--- config.mk ---
export PLATFORM = sky130hd
export DESIGN_NAME = load_store_unit
export DESIGN_NICKNAME = d
export VERILOG_FILES = /design/src/rtl/load_store_unit.sv
export SDC_FILE = /design/constraint.sdc
export NUM_CORES = 1
export LEC_CHECK = 0
export BUFFER_PORTS_ARGS = -buffer_cell sky130_fd_sc_hd__buf_2
export CAP_MARGIN = 20
export CORE_UTILIZATION = 50
export DETAILED_ROUTE_END_ITERATION = 6
export GPL_TIMING_DRIVEN = 1
export HOLD_SLACK_MARGIN = 0.06
export PLACE_DENSITY_LB_ADDON = 0.05
export SETUP_SLACK_MARGIN = 0.05
export SLEW_MARGIN = 15
export SYNTH_ARGS = -nofsm -noshare
export SYNTH_HDL_FRONTEND = slang
export SYNTH_SLANG_ARGS = --single-unit
--- constraint.sdc ---
create_clock -name clk -period 4.6 [get_ports clk]
set_input_delay 0 -clock clk [delete_from_list [all_inputs] [get_ports clk]]
set_output_delay 0 -clock clk [all_outputs]
set_load 0.1 [all_outputs]
--- src/rtl/load_store_unit.sv ---
// Load/store unit: initiator side of the word-addressed data-memory port.
// Takes one RISC-V load/store at a time from the memory stage, checks
// funct3 legality and alignment, drives a single memory access with byte
// enables and lane-replicated write data, then returns the sign/zero
// extended result (or an error) to the pipeline.
//
// Handshake rules (both request and response channels): a transfer happens
// on a rising clock edge where valid && ready are both 1. Once valid is
// raised it stays up and its payload stays constant until that edge. ready
// may be raised or lowered freely. mem_req/mem_ack follow the same rule:
// mem_req and its address/enables/data hold until the edge where mem_ack=1.
module load_store_unit #(
  parameter int TIMEOUT = 16,
  parameter int MEM_AW  = 5
) (
  input  logic              clk,
  input  logic              rst,
  input  logic              req_valid,
  output logic              req_ready,
  input  logic              req_store,
  input  logic [2:0]        req_funct3,
  input  logic [31:0]       req_addr,
  input  logic [31:0]       req_wdata,
  output logic              resp_valid,
  input  logic              resp_ready,
  output logic [31:0]       resp_data,
  output logic              resp_err,
  output logic              mem_req,
  output logic              mem_we,
  output logic [MEM_AW-1:0] mem_addr,
  output logic [3:0]        mem_be,
  output logic [31:0]       mem_wdata,
  input  logic              mem_ack,
  input  logic [31:0]       mem_rdata,
  output logic [1:0]        dbg_state
);

  // The counter only has to reach TIMEOUT-1: the last ACCESS cycle is the
  // one where the counter already holds TIMEOUT-1.
  localparam int CW = (TIMEOUT > 2) ? $clog2(TIMEOUT) : 1;

  typedef enum logic [1:0] {
    S_IDLE   = 2'd0,
    S_ACCESS = 2'd1,
    S_RESP   = 2'd2
  } state_e;

  state_e            state_q, state_d;
  logic              req_ready_q, req_ready_d;
  logic              resp_valid_q, resp_valid_d;
  logic [31:0]       resp_data_q, resp_data_d;
  logic              resp_err_q, resp_err_d;
  logic              mem_req_q, mem_req_d;
  logic              mem_we_q, mem_we_d;
  logic [MEM_AW-1:0] mem_addr_q, mem_addr_d;
  logic [3:0]        mem_be_q, mem_be_d;
  logic [31:0]       mem_wdata_q, mem_wdata_d;
  logic              store_q, store_d;
  logic [2:0]        funct3_q, funct3_d;
  logic [1:0]        off_q, off_d;
  logic [CW-1:0]     cnt_q, cnt_d;

  logic              accept;
  logic              fn_ok;
  logic              misaligned;
  logic              acc_err;
  logic [3:0]        acc_be;
  logic [31:0]       acc_wdata;
  logic [31:0]       lane;
  logic [31:0]       load_data;
  logic              timeout_hit;
  logic              unused_addr_hi;

  // Upper address bits lie outside the 32-word memory and are not decoded.
  assign unused_addr_hi = ^req_addr[31:MEM_AW+2];

  // req_ready is forced low while rst is high so nothing is accepted during
  // reset, yet the register is already 1 in the first cycle after release.
  assign req_ready  = req_ready_q & ~rst;
  assign resp_valid = resp_valid_q;
  assign resp_data  = resp_data_q;
  assign resp_err   = resp_err_q;
  assign mem_req    = mem_req_q;
  assign mem_we     = mem_we_q;
  assign mem_addr   = mem_addr_q;
  assign mem_be     = mem_be_q;
  assign mem_wdata  = mem_wdata_q;
  assign dbg_state  = state_q;

  assign accept      = req_valid & req_ready;
  assign timeout_hit = (cnt_q == CW'(TIMEOUT - 1));

  // Decode the incoming request: legality, alignment, lane enables, write data.
  always_comb begin
    fn_ok     = 1'b0;
    acc_be    = 4'b1111;
    acc_wdata = req_wdata;
    case (req_funct3)
      3'b000, 3'b001, 3'b010: fn_ok = 1'b1;
      3'b100, 3'b101:         fn_ok = ~req_store;
      default:                fn_ok = 1'b0;
    endcase
    misaligned = ((req_funct3[1:0] == 2'b01) && req_addr[0]) ||
                 ((req_funct3[1:0] == 2'b10) && (req_addr[1:0] != 2'b00));
    acc_err = ~fn_ok | misaligned;
    case (req_funct3[1:0])
      2'b00: begin
        acc_be    = 4'b0001 << req_addr[1:0];
        acc_wdata = {4{req_wdata[7:0]}};
      end
      2'b01: begin
        acc_be    = 4'b0011 << req_addr[1:0];
        acc_wdata = {2{req_wdata[15:0]}};
      end
      default: begin
        acc_be    = 4'b1111;
        acc_wdata = req_wdata;
      end
    endcase
  end

  // Extract the addressed lane from the returned word and extend it.
  always_comb begin
    lane      = mem_rdata >> {off_q, 3'b000};
    load_data = lane;
    case (funct3_q)
      3'b000:  load_data = {{24{lane[7]}}, lane[7:0]};
      3'b001:  load_data = {{16{lane[15]}}, lane[15:0]};
      3'b100:  load_data = {24'd0, lane[7:0]};
      3'b101:  load_data = {16'd0, lane[15:0]};
      default: load_data = lane;
    endcase
  end

  // State register plus every registered output; reset aborts any transfer.
  always_ff @(posedge clk) begin
    if (rst) begin
      state_q      <= S_IDLE;
      req_ready_q  <= 1'b1;
      resp_valid_q <= 1'b0;
      resp_data_q  <= '0;
      resp_err_q   <= 1'b0;
      mem_req_q    <= 1'b0;
      mem_we_q     <= 1'b0;
      mem_addr_q   <= '0;
      mem_be_q     <= '0;
      mem_wdata_q  <= '0;
      store_q      <= 1'b0;
      funct3_q     <= '0;
      off_q        <= '0;
      cnt_q        <= '0;
    end else begin
      state_q      <= state_d;
      req_ready_q  <= req_ready_d;
      resp_valid_q <= resp_valid_d;
      resp_data_q  <= resp_data_d;
      resp_err_q   <= resp_err_d;
      mem_req_q    <= mem_req_d;
      mem_we_q     <= mem_we_d;
      mem_addr_q   <= mem_addr_d;
      mem_be_q     <= mem_be_d;
      mem_wdata_q  <= mem_wdata_d;
      store_q      <= store_d;
      funct3_q     <= funct3_d;
      off_q        <= off_d;
      cnt_q        <= cnt_d;
    end
  end

  // Next state: errors skip ACCESS, ack or timeout leave ACCESS, consume ends RESP.
  always_comb begin
    state_d = state_q;
    case (state_q)
      S_IDLE: begin
        if (accept) state_d = acc_err ? S_RESP : S_ACCESS;
      end
      S_ACCESS: begin
        if (mem_ack || timeout_hit) state_d = S_RESP;
      end
      S_RESP: begin
        if (resp_ready) state_d = S_IDLE;
      end
      default: state_d = S_IDLE;
    endcase
  end

  // Next values of the registered outputs and the latched request fields.
  always_comb begin
    req_ready_d  = req_ready_q;
    resp_valid_d = resp_valid_q;
    resp_data_d  = resp_data_q;
    resp_err_d   = resp_err_q;
    mem_req_d    = mem_req_q;
    mem_we_d     = mem_we_q;
    mem_addr_d   = mem_addr_q;
    mem_be_d     = mem_be_q;
    mem_wdata_d  = mem_wdata_q;
    store_d      = store_q;
    funct3_d     = funct3_q;
    off_d        = off_q;
    cnt_d        = cnt_q;
    case (state_q)
      S_IDLE: begin
        if (accept) begin
          req_ready_d = 1'b0;
          store_d     = req_store;
          funct3_d    = req_funct3;
          off_d       = req_addr[1:0];
          cnt_d       = '0;
          if (acc_err) begin
            // Illegal or misaligned: answer with an error, never touch memory.
            resp_valid_d = 1'b1;
            resp_err_d   = 1'b1;
            resp_data_d  = '0;
          end else begin
            mem_req_d   = 1'b1;
            mem_we_d    = req_store;
            mem_addr_d  = req_addr[MEM_AW+1:2];
            mem_be_d    = acc_be;
            mem_wdata_d = acc_wdata;
          end
        end
      end
      S_ACCESS: begin
        if (mem_ack) begin
          mem_req_d    = 1'b0;
          mem_we_d     = 1'b0;
          mem_be_d     = 4'b0000;
          resp_valid_d = 1'b1;
          resp_err_d   = 1'b0;
          resp_data_d  = store_q ? 32'd0 : load_data;
          cnt_d        = '0;
        end else if (timeout_hit) begin
          mem_req_d    = 1'b0;
          mem_we_d     = 1'b0;
          mem_be_d     = 4'b0000;
          resp_valid_d = 1'b1;
          resp_err_d   = 1'b1;
          resp_data_d  = '0;
          cnt_d        = '0;
        end else begin
          cnt_d = cnt_q + CW'(1);
        end
      end
      S_RESP: begin
        if (resp_ready) begin
          resp_valid_d = 1'b0;
          resp_err_d   = 1'b0;
          resp_data_d  = '0;
          req_ready_d  = 1'b1;
        end
      end
      default: begin
        req_ready_d  = 1'b1;
        resp_valid_d = 1'b0;
        mem_req_d    = 1'b0;
      end
    endcase
  end

endmodule
==> reports/metrics.cfg <==
[timing]
post-route-period-util_pct = 66.2
setup_viol = 0
fin_hold_ws_ns = 0.0803
hold_viol = 0
clock.fmax_ghz = 0.328
period_needed_ns = 3.05
fin_setup_tns_ns = 0
tightest_slew_ns = 1.04
slew_headroom_pct = 30.7
rsz0062_at_grt = false
skew_ns = 0.00624
maxSlewViolCount = 0

[die]
io_pins = 185
start_util_pct = 51.7
floorplan.die_area_um2 = 9450
die_h_um = 97.2
core_area_um2 = 8760
num_rows = 34
die_x_um = 97.2

[finish]
fin_area_um2 = 6110
fin_nets = 848
synthToLayoutAreaGrowth_pct = 34.7
n_fill_cell = 732
drive_above_1_share_pct = 26.9
n_antenna_cell = 0
final_util_pct = 69.7

[place]
gp_congestion = 0.941
post_dp_cell_area_um2 = 5300
hpwlAfterDp_um = 8960
io_buffers = 159

[power]
ir_worst_vdd_uv = 318
p_leak_uw = 0.00256
p_per_area_nw_per_um2 = 373

[cts]
clockBufferDepth = 2
cts_tree = yes
cts-root-buf = clkbuf_8
cts.htree.levels = 3
clk_pin_slew_worst_paths_ns = 0.09
cts-hold-fix-buffers = 59
numCtsBuffers = 9
post_cts_buffers = 0
cts_sinks = 90
insertion_delay_ns = 0.35
cts_resized = 0

[routing]
ant_nets = 0
num_vias = 4839
viasPerCell = 5.68
totalWireLength_um = 13800
first_iter_violations = 293
dr.pass1.iters = 5
wl_per_cell_um = 16.2
remaining_drc_errors = 0

[global_route]
grtUsageTotal_pct = 29.0
grt-ovfl-total = 0
grt_pass1_wl_um = 22400
antenna_found_initial = 0
grt_pass1_vias = 4557
grt_max_degree = 48

[worst_setup_path]
cp-end-kind = register
worst-setup-path-type = register to register
cp-start-kind = register
cp.required_ns = 4.87
cp_max_fo = 26
cp.arrival_ns = 3.31

[synthesis]
synth_nets = 657
synth.distinct_cells = 48
syn_inst = 548
async_flop_share_pct = 0
synth_enable_flop_cells = 0
ys.flop_type = dfxtp_1
yosys_warnings = 0
ys_ff_latch = 90
syn_area_um2 = 4530
syn_avg_cell_area_um2 = 8.27
yosysSeqAreaShare_pct = 39.7
yosys-top-cells-area = dfxtp_1 (40%), mux2i_1 (8.8%), nand2_1 (7.8%), a21oi_1 (6.3%), a311oi_1 (4.6%)
yosys.area.top_type_share_pct = 39.7
synth_top_area_cell = dfxtp_1

[flow_run]
maxCapViolCount = 0

[run_status]
status = complete, no violations

[min_path]
hold_path.class = input pin to register

path summary, 6_finish.rpt:
check	startpoint	to	slack (ns)	cells past startpoint
worst max-delay path	dbg_state[0]	resp_data[9]	1.55	6
worst min-delay path	resp_ready	req_ready_q	0.08	4
worst max register to register	dbg_state[0]	resp_data[9]	1.55	6
worst min register to register	mem_wdata[1]	mem_wdata[1]	0.45	2
critical path: stages (launching register included):
cell and delay [ns]:
dfxtp_1 0.36, inv_1 0.10, ha_1 0.38, and4b_2 0.47, a32o_1 0.91, nand2_1 0.40
o31ai_1 0.33
synth_stat cells, types with 2 or more instances:
cell,n
nand3b_1,3
nor2_1,39
o21ai_0,39
inv_1,6
buf_2,12
nand2_1,94
nand4_1,7
ha_1,4
o2bb2ai_1,4
o31ai_1,9
dfxtp_1,90
buf_6,3
nand4b_1,2
buf_1,3
nor3_1,8
clkbuf_1,26
nand3_1,6
mux2_2,8
nand2b_1,11
a32o_1,2
mux2i_1,40
a211oi_1,17
a21oi_1,57
nor2b_1,11
a311oi_1,24
registers in the layout, indices dropped and copies added, names as in the netlist:
register     cells
mem_req          1
resp_err         1
mem_addr         5
mem_wdata       32
resp_valid       1
store_q          1
mem_we           1
mem_be           4
dbg_state        2
req_ready_q      1
resp_data       32
cnt_q            4
off_q            2
funct3_q         3
layer usage:
| layer | wire, µm | track usage (%) |
|---|---|---|
| met1 | 6000 | 38.4 |
| met2 | 6470 | 46.9 |
| met4 | 359 | 12.1 |
| met3 | 967 | 5.11 |
| met5 | 0 | 0 |
cell families (layout without fill, tap and decap cells):
kind of cell	Yosys count	after routing	share of synthesized area, %
AOI/OAI and AO/OA	164	164	23.9
xor gates and xnor gates	1	1	0.193
adders and majority gates	4	4	1.10
buffers and inverters	51	247	5.05
DFF	90	90	39.7
muxes	48	48	10.8
and+or+nand+nor	190	190	19.2
layout make-up:
cell class	instances	area, µm²	area share (%)
Multi-Input combinational cell	407	2510	41.0
Sequential cell	90	1800	29.5
Timing Repair Buffer	224	1450	23.8
Tap cell	108	135	2.21
Clock buffer	11	131	2.15
Clock inverter	5	55.1	0.901
Inverter	7	26.3	0.430
cell usage in the layout, fill, tap and decap left out, types with 9 or more instances in the layout:
cell type        n
a21oi_1         56
o21ai_0         38
clkbuf_8         9
dlygate4sd3_1   59
nor2_1          39
a311oi_1        24
nand2_1         94
nand2b_1        11
nor2b_1         11
mux2i_1         40
o31ai_1          9
a211oi_1        17
buf_2          159
dfxtp_1         90
where the power goes:
| group | switching (µW) | internal (µW) | leakage, µW |
|---|---|---|---|
| Combinational | 655 | 215 | 0.00174 |
| Clock | 276 | 250 | 0.0000893 |
| Sequential | 43.0 | 837 | 0.000730 |
| Total | 974 | 1300 | 0.00256 |
metrics by stage:
step,power [µW],setup WS [ns],instances
floorplan,1560,1.85,548
global placement,1700,1.68,775
detailed placement,1710,1.63,775
CTS,2280,1.49,850
global route,2370,1.29,852
finish,2280,1.55,852
(Power assumes the default switching activity.)
